**config.mk**
```make
export PLATFORM = sky130hd
export DESIGN_NAME = fpu_operand_mux_pipe
export DESIGN_NICKNAME = d
export VERILOG_FILES = /design/src/rtl/fpu_mux_pkg.sv /design/src/rtl/fpu_skid_buffer.sv /design/src/rtl/fpu_operand_mux_pipe.sv
export SDC_FILE = /design/constraint.sdc
export NUM_CORES = 1
export LEC_CHECK = 0
export BUFFER_PORTS_ARGS = -buffer_cell sky130_fd_sc_hd__clkbuf_2
export CAP_MARGIN = 20
export CORE_MARGIN = 2
export CORE_UTILIZATION = 40
export DETAILED_ROUTE_END_ITERATION = 8
export PLACE_DENSITY = 0.78
export SYNTH_ARGS = -nofsm -noshare
export SYNTH_HDL_FRONTEND = slang
export SYNTH_HIERARCHICAL = 1
export SYNTH_SLANG_ARGS = --single-unit
```
**constraint.sdc**
```tcl
create_clock -name clk -period 2.8 [get_ports clk]
set_clock_uncertainty 0.2 [all_clocks]
set_input_delay 0.28 -clock clk [delete_from_list [all_inputs] [get_ports clk]]
set_output_delay 0.28 -clock clk [all_outputs]
set_load 0.05 [all_outputs]
```
**src/rtl/fpu_mux_pkg.sv**
```systemverilog
// Shared types and helpers for the recoded-operand selector.
package fpu_mux_pkg;

    localparam int MAX_INPUTS    = 16;
    localparam int FPU_RECODED_W = 33;
    localparam int LANE_IDX_W    = $clog2(MAX_INPUTS);

    // Entry at the default 32-bit operand width.
    typedef struct packed {
        logic [FPU_RECODED_W-1:0] data;
        logic                     err;
    } opmux_entry_t;

    typedef struct packed {
        logic [LANE_IDX_W-1:0] idx;
        logic                  err;
    } lane_sel_t;

    function automatic lane_sel_t lane_sel(input logic [LANE_IDX_W:0] sel,
                                           input int unsigned         num_inputs);
        lane_sel_t r;
        r.idx = sel[LANE_IDX_W-1:0];
        r.err = (32'(sel) >= num_inputs);
        return r;
    endfunction

endpackage

```
**src/rtl/fpu_skid_buffer.sv**
```systemverilog
// Generic 1-entry skid register; s_ready is a flop so upstream never sees
// a combinational path from m_ready.
module fpu_skid_buffer #(
    parameter int W = 34
) (
    input  logic         clk,
    input  logic         rst_n,
    input  logic         flush,
    input  logic [W-1:0] s_data,
    input  logic         s_valid,
    output logic         s_ready,
    output logic [W-1:0] m_data,
    output logic         m_valid,
    input  logic         m_ready
);

    logic         skid_valid;
    logic         skid_valid_d;
    logic [W-1:0] skid_data;
    logic         s_fire;

    assign s_fire  = s_valid && s_ready;
    assign m_valid = skid_valid || s_fire;
    assign m_data  = skid_valid ? skid_data : s_data;

    always_comb begin
        skid_valid_d = skid_valid;
        if (flush)           skid_valid_d = 1'b0;
        else if (skid_valid) skid_valid_d = !m_ready;
        else                 skid_valid_d = s_fire && !m_ready;
    end

    always_ff @(posedge clk or negedge rst_n) begin
        if (!rst_n) begin
            skid_valid <= 1'b0;
            s_ready    <= 1'b0;
            skid_data  <= '0;
        end else begin
            skid_valid <= skid_valid_d;
            s_ready    <= !skid_valid_d;
            if (!skid_valid && s_fire && !m_ready)
                skid_data <= s_data;
        end
    end

endmodule

```
**src/rtl/fpu_operand_mux_pipe.sv**
```systemverilog
// Registered N-to-1 recoded-operand selector with valid/ready handshake.
// Define FPU_OPMUX_SKID_EN to add a skid entry and a registered in_ready.
module fpu_operand_mux_pipe
    import fpu_mux_pkg::*;
#(
    parameter  int DATA_WIDTH = 32,
    parameter  int NUM_INPUTS = 3,
    localparam int SEL_WIDTH  = $clog2(NUM_INPUTS)
) (
    input  logic                               clk,
    input  logic                               rst_n,
    input  logic                               flush,
    input  logic [NUM_INPUTS*(DATA_WIDTH+1)-1:0] in_data,
    input  logic [SEL_WIDTH-1:0]               in_sel,
    input  logic                               in_valid,
    output logic                               in_ready,
    output logic [DATA_WIDTH:0]                out_data,
    output logic                               out_sel_err,
    output logic                               out_valid,
    input  logic                               out_ready
);

    localparam int LW = DATA_WIDTH + 1;

    typedef struct packed {
        logic [LW-1:0] data;
        logic          err;
    } entry_t;

    logic [LANE_IDX_W:0] sel_ext;
    lane_sel_t           ls;
    entry_t              sel_entry;
    entry_t              src_entry;
    logic                src_valid;
    logic                load;

    assign sel_ext = {{(LANE_IDX_W+1-SEL_WIDTH){1'b0}}, in_sel};

    // Out-of-range selects still produce an entry: zero data, err set.
    always_comb begin
        ls             = lane_sel(sel_ext, NUM_INPUTS);
        sel_entry.err  = ls.err;
        sel_entry.data = '0;
        for (int k = 0; k < NUM_INPUTS; k++)
            if (!ls.err && ls.idx == LANE_IDX_W'(k))
                sel_entry.data = in_data[k*LW +: LW];
    end

    assign load = !out_valid || out_ready;

`ifdef FPU_OPMUX_SKID_EN
    fpu_skid_buffer #(.W($bits(entry_t))) u_skid (
        .clk     (clk),
        .rst_n   (rst_n),
        .flush   (flush),
        .s_data  (sel_entry),
        .s_valid (in_valid),
        .s_ready (in_ready),
        .m_data  (src_entry),
        .m_valid (src_valid),
        .m_ready (load)
    );
`else
    // Holds in_ready low for the first cycle after reset release.
    logic init_q;

    always_ff @(posedge clk or negedge rst_n) begin
        if (!rst_n) init_q <= 1'b0;
        else        init_q <= 1'b1;
    end

    assign in_ready  = init_q && load;
    assign src_valid = in_valid && in_ready;
    assign src_entry = sel_entry;
`endif

    always_ff @(posedge clk or negedge rst_n) begin
        if (!rst_n) begin
            out_valid   <= 1'b0;
            out_data    <= '0;
            out_sel_err <= 1'b0;
        end else if (flush) begin
            out_valid <= 1'b0;
        end else if (load) begin
            out_valid <= src_valid;
            if (src_valid) begin
                out_data    <= src_entry.data;
                out_sel_err <= src_entry.err;
            end
        end
    end

endmodule

```
Word level (Yosys, flattened, before mapping)
Index checks and enable logic that the tools add are counted.
{ "totals": {"ff_bits": 36, "inputBits": 106, "output_inout_bits": 36, "word_cells": 24} }
{ "classes": {"order_cmp": 1, "eq_ne": 2, "muxes": 5, "n_bitwise": 1, "n_reduce_logical": 11} }
{ "ops": {"columns": ["operator", "n"], "rows": [
  ["$mux W33", 3],
  ["$logic_and A1 B1 Y1", 5],
  ["$logic_not A4 Y1", 1],
  ["$reduce_and A3 Y1", 1],
  ["$eq A2 B1 Y1 const B", 1],
  ["$eq A2 B2 Y1 const B", 1],
  ["$ge A2 B2 Y1 const B", 1],
  ["$logic_not A1 Y1", 2],
  ["$mux W1", 2],
  ["$reduce_bool A2 Y1", 1],
  ["$logic_or A1 B1 Y1", 1],
  ["$not A1 Y1", 1]
]} }

Logic depth before layout (Yosys ltp)
{ "logic_depth": {"word_depth": 6, "depth_mapped": 6, "mapped_depth_nobuf": 3} }

Worst setup path before layout
OpenSTA, ideal clock, no wires.
{ "synth_timing": {"path_kind": "reg2reg", "startpoint": "reg out_valid", "endpoint": "reg out_data[10]", "setup_ns": 0.125, "arrival_time_ns": 1.456, "required_time_ns": 2.475, "setup_slack_ns": 1.019, "path_stages_with_launch": 5, "n_path_buf": 1, "period_less_slack_ns": 1.781, "cell_sequence": "dfrtp_1 > nand2b_4 > nand4b_4 > buf_2 > mux2_2"} }
{ "synth_via": {"elab_chain_len": 5} }
{ "synth_rtl": {"columns": ["element", "line_no", "rtl"], "rows": [
  ["from (decl)", "fpu_operand_mux_pipe.sv:19", "output logic out_valid,"],
  ["from (signal assigned)", "fpu_operand_mux_pipe.sv:85", "out_valid <= src_valid;"],
  ["$logic_not A1 Y1 (*)", "fpu_operand_mux_pipe.sv:49", "assign load = !out_valid || out_ready;"],
  ["$logic_or A1 B1 Y1 (*)", "fpu_operand_mux_pipe.sv:49", null],
  ["$logic_and A1 B1 Y1", "fpu_operand_mux_pipe.sv:72", "assign in_ready = init_q && load;"],
  ["$logic_and A1 B1 Y1", "fpu_operand_mux_pipe.sv:73", "assign src_valid = in_valid && in_ready;"],
  ["$reduce_and A3 Y1 (no line) (*)", null, null],
  ["to (signal assigned)", "fpu_operand_mux_pipe.sv:87", "out_data <= src_entry.data;"],
  ["to (decl)", "fpu_operand_mux_pipe.sv:17", "output logic [DATA_WIDTH:0] out_data,"]
]} }
Mark *: on every way between the ends. The rest lies on a longest branch, timed or not.
A chain may end at the register's enable or synchronous reset.

Final worst setup path
{ "layout_timing": {"startpoint": "in flush", "endpoint": "reg out_data[18]"} }
{ "layout_via": {"elab_chain_len": 2} }
{ "layout_rtl": {"columns": ["element", "line_no", "rtl"], "rows": [
  ["from (decl)", "fpu_operand_mux_pipe.sv:12", "input logic flush,"],
  ["$not A1 Y1 (no line)", null, null],
  ["$reduce_and A3 Y1 (no line)", null, null]
]} }
Every way passes these cells.

==> summary.md <==
| Metric | Value |
|---|---|
| Dpl cell area | `0.002791 mm²` |
| Hold Crit Depth | `3` |
| Fmax | `0.4875 GHz` |
| Status | `finished, final reports clean` |
| Synth Instances | `159` |
| Avg Cell Area, Syn | `13.16 µm²` |
| GRT busiest layer | `met2` |
| Worst IR Drop VDD | `261.3 µV` |
| Crit start category | `input pin` |
| Clk pin slew, worst setup/hold paths | `0.07 ns` |
| Crit-path max FO | `35` |
| Max Buffers Root-to-Sink | `2` |
| Largest net degree at the start of global routing | `37` |
| Die ar. | `0.005825 mm²` |
| Setup Buffers After CTS | `0` |
| First-pass GRT wire length | `8.597 mm` |
| Final Max Slew Viols | `0` |
| CTS tree | `done` |
| CP Data Arrival Time | `2.01 ns` |
| Worst path required time | `2.76 ns` |
| Worst R2R Path Depth | `3` |
| CTS resizes | `0` |
| RSZ-0062 raised after global routing | `no` |
| Grt met3 use | `0.04621` |
| Type of the worst setup path | `input pin to register` |
| Crit end category | `register` |
| Worst min path class | `input pin to register` |
| Share of cells above drive strength 1 | `0.6242` |
| Met2 GRT Util | `0.3257` |
| Die Width | `76.32 µm` |
| FF-to-FF Start | `out_valid$_DFFE_PN0P_` |
| 1st-iter DRT viols | `70` |
| Fin crit share | `0.7326` |
| Area of the core | `0.005075 mm²` |
| Number of core rows | `26` |
| Antenna Nets Post-Route | `0` |
| Routability cong. | `0.7278` |
| Reg-to-Reg End | `out_data[18]$_DFFE_PN0P_` |
| Hold Buf Count CTS | `2` |
| Post-Syn Area | `0.002092 mm²` |
| Worst-Skew Late Latency | `0.28 ns` |
| Initial Util | `0.4122` |
| Pre-antenna DRT Iters | `2` |
| Total Routed Length | `5.116 mm` |
| Syn_nets | `265` |
| Seq cells post-synth | `36` |
| DR vias/cell | `4.924` |
| Min cycle time layout | `2.051 ns` |
| M1 GR Usage | `0.2012` |
| Die Y | `76.32 µm` |
| Ys Warns | `6` |
| Final setup viols | `0` |
| Worst Setup EP | `out_data[18]$_DFFE_PN0P_` |
| Routed len/inst | `13.90 µm` |
| Area grow syn2layout | `38.70%` |
| Post-synthesis sequential area ratio | `0.4306` |
| Max_cap viols | `0` |
| Clk sinks | `36` |
| Area of the multi-input gates | `0.001071 mm²` |
| CTS Buf Count | `5` |
| H-tree depth | `2` |
| Nets | `403` |
| Slew HR | `0.4027` |
| Port Buffers | `141` |
| Leakage power | `1.563 nW` |
| Initial antenna violation count | `0` |
| Pin slew with the least headroom to its limit | `0.8960 ns` |
| Aggregate global-route resource usage | `0.1787` |
| Worst setup path startpoint | `flush` |
| Fin area | `0.002902 mm²` |
| Layout fillers | `469` |
| Vias post-DR | `1,812` |
| Distinct cells, synth | `16` |
| Setup slack, reg-to-reg | `0.95 ns` |
| IO Count | `142` |
| Diodes inserted | `0` |
| Residual DRC | `0` |
| Register area | `900.9 µm²` |
| Total congestion overflow | `0` |
| Post-route setup TNS | `0 ns` |
| Final hold viol count | `0` |
| Pwr/cell area | `641.4 mW/mm²` |
| Number of global-route vias before repair | `1,907` |
| Post-DP HPWL | `3.791 mm` |
| Clk root buf | `clkbuf_8` |
-- layer usage --
metal / share of wire / wire length, µm
met1: 0.41 / 2077
met2: 0.51 / 2627
met3: 0.071 / 362
met4: 0.0094 / 48
met5: 0 / 0
-- synth_stat cells --
| library cell | count | share of area |
|---|---|---|
| o21ai_0 | 1 | 0.0024 |
| o2bb2ai_1 | 33 | 0.14 |
| dfrtp_1 | 36 | 0.43 |
| and2_1 | 1 | 0.0030 |
| nand4b_4 | 1 | 0.011 |
| nand2_1 | 1 | 0.0018 |
| nor2b_4 | 1 | 0.0066 |
| conb_1 | 1 | 0.0018 |
| clkbuf_1 | 3 | 0.0054 |
| mux2i_1 | 34 | 0.16 |
| mux2_2 | 33 | 0.18 |
| inv_1 | 1 | 0.0018 |
| nand2b_4 | 1 | 0.0066 |
| buf_6 | 6 | 0.032 |
| buf_2 | 3 | 0.0072 |
| buf_4 | 3 | 0.011 |
-- worst min path at each step --
stage	from	to	slack [ns]
3_5_place_dp	rst_n	out_data[3]$_DFFE_PN0P_	0.25
5_1_grt	out_ready	out_valid$_DFFE_PN0P_	0.11
3_3_place_gp	rst_n	init_q$_DFF_PN0_	0.25
4_1_cts	out_ready	out_valid$_DFFE_PN0P_	0.1
2_1_floorplan	rst_n	init_q$_DFF_PN0_	-0.22
6_report	out_ready	out_valid$_DFFE_PN0P_	0.11
-- registers in the layout, indices dropped and copies added (netlist names) --
signal and count:
init_q 1, out_valid 1, out_sel_err 1, out_data 33
-- kinds of logic after synthesis --
logic type / synth area share
buffers and inverters: 0.05741
flip-flops: 0.4306
AO/OA/AOI/OAI: 0.1405
AND/OR/NAND/NOR: 0.02930
multiplexers: 0.3403
other: 0.001793
-- layout make-up --
class | count | share of cell area
repair buffers | 146 | 0.2579
inverters | 1 | 0.001294
clock buffers | 8 | 0.03105
multi-input cells | 107 | 0.3691
flip-flops and latches | 36 | 0.3105
well taps | 70 | 0.03019
-- through the flow --
| stage | std cells | hold slack, ns | utilization | setup slack [ns] | total power [mW] |
|---|---|---|---|---|---|
| after global placement | 358 | 0.2460 | 0.5500 | 0.9191 | 1.485 |
| final | 368 | 0.1071 | 0.5717 | 0.7487 | 1.861 |
| after CTS | 368 | 0.09935 | 0.5717 | 0.7521 | 1.882 |
| after detailed placement | 358 | 0.2468 | 0.5500 | 0.8737 | 1.501 |
| after floorplan | 159 | -0.2156 | - | 1.019 | 1.272 |
| after global routing | 368 | 0.1107 | 0.5717 | 0.6535 | 1.951 |
-- worst max-delay path, stage by stage --
cell           delay (ns)
dlygate4sd3_1        0.54
clkbuf_2             0.11
nand4b_4             0.58
mux2_2               0.49
-- layout by cell type, fill, tap and decap left out --
cell type,n
and2_1,1
o2bb2ai_1,33
nand2b_4,1
inv_1,1
clkbuf_8,6
nand4b_4,1
dfrtp_1,36
nand2_1,1
o21ai_0,1
buf_4,3
dlygate4sd3_1,2
clkbuf_2,141
mux2i_1,34
clkbuf_1,2
mux2_2,33
nor2b_4,1
conb_1,1
-- power by group --
part	internal, mW	switching [mW]	leakage [nW]
clock	0.201	0.173	0.0455
combinational	0.250	0.554	1.07
sequential	0.628	0.0550	0.451
total	1.08	0.782	1.56
Power figures use the tool's default switching activity.
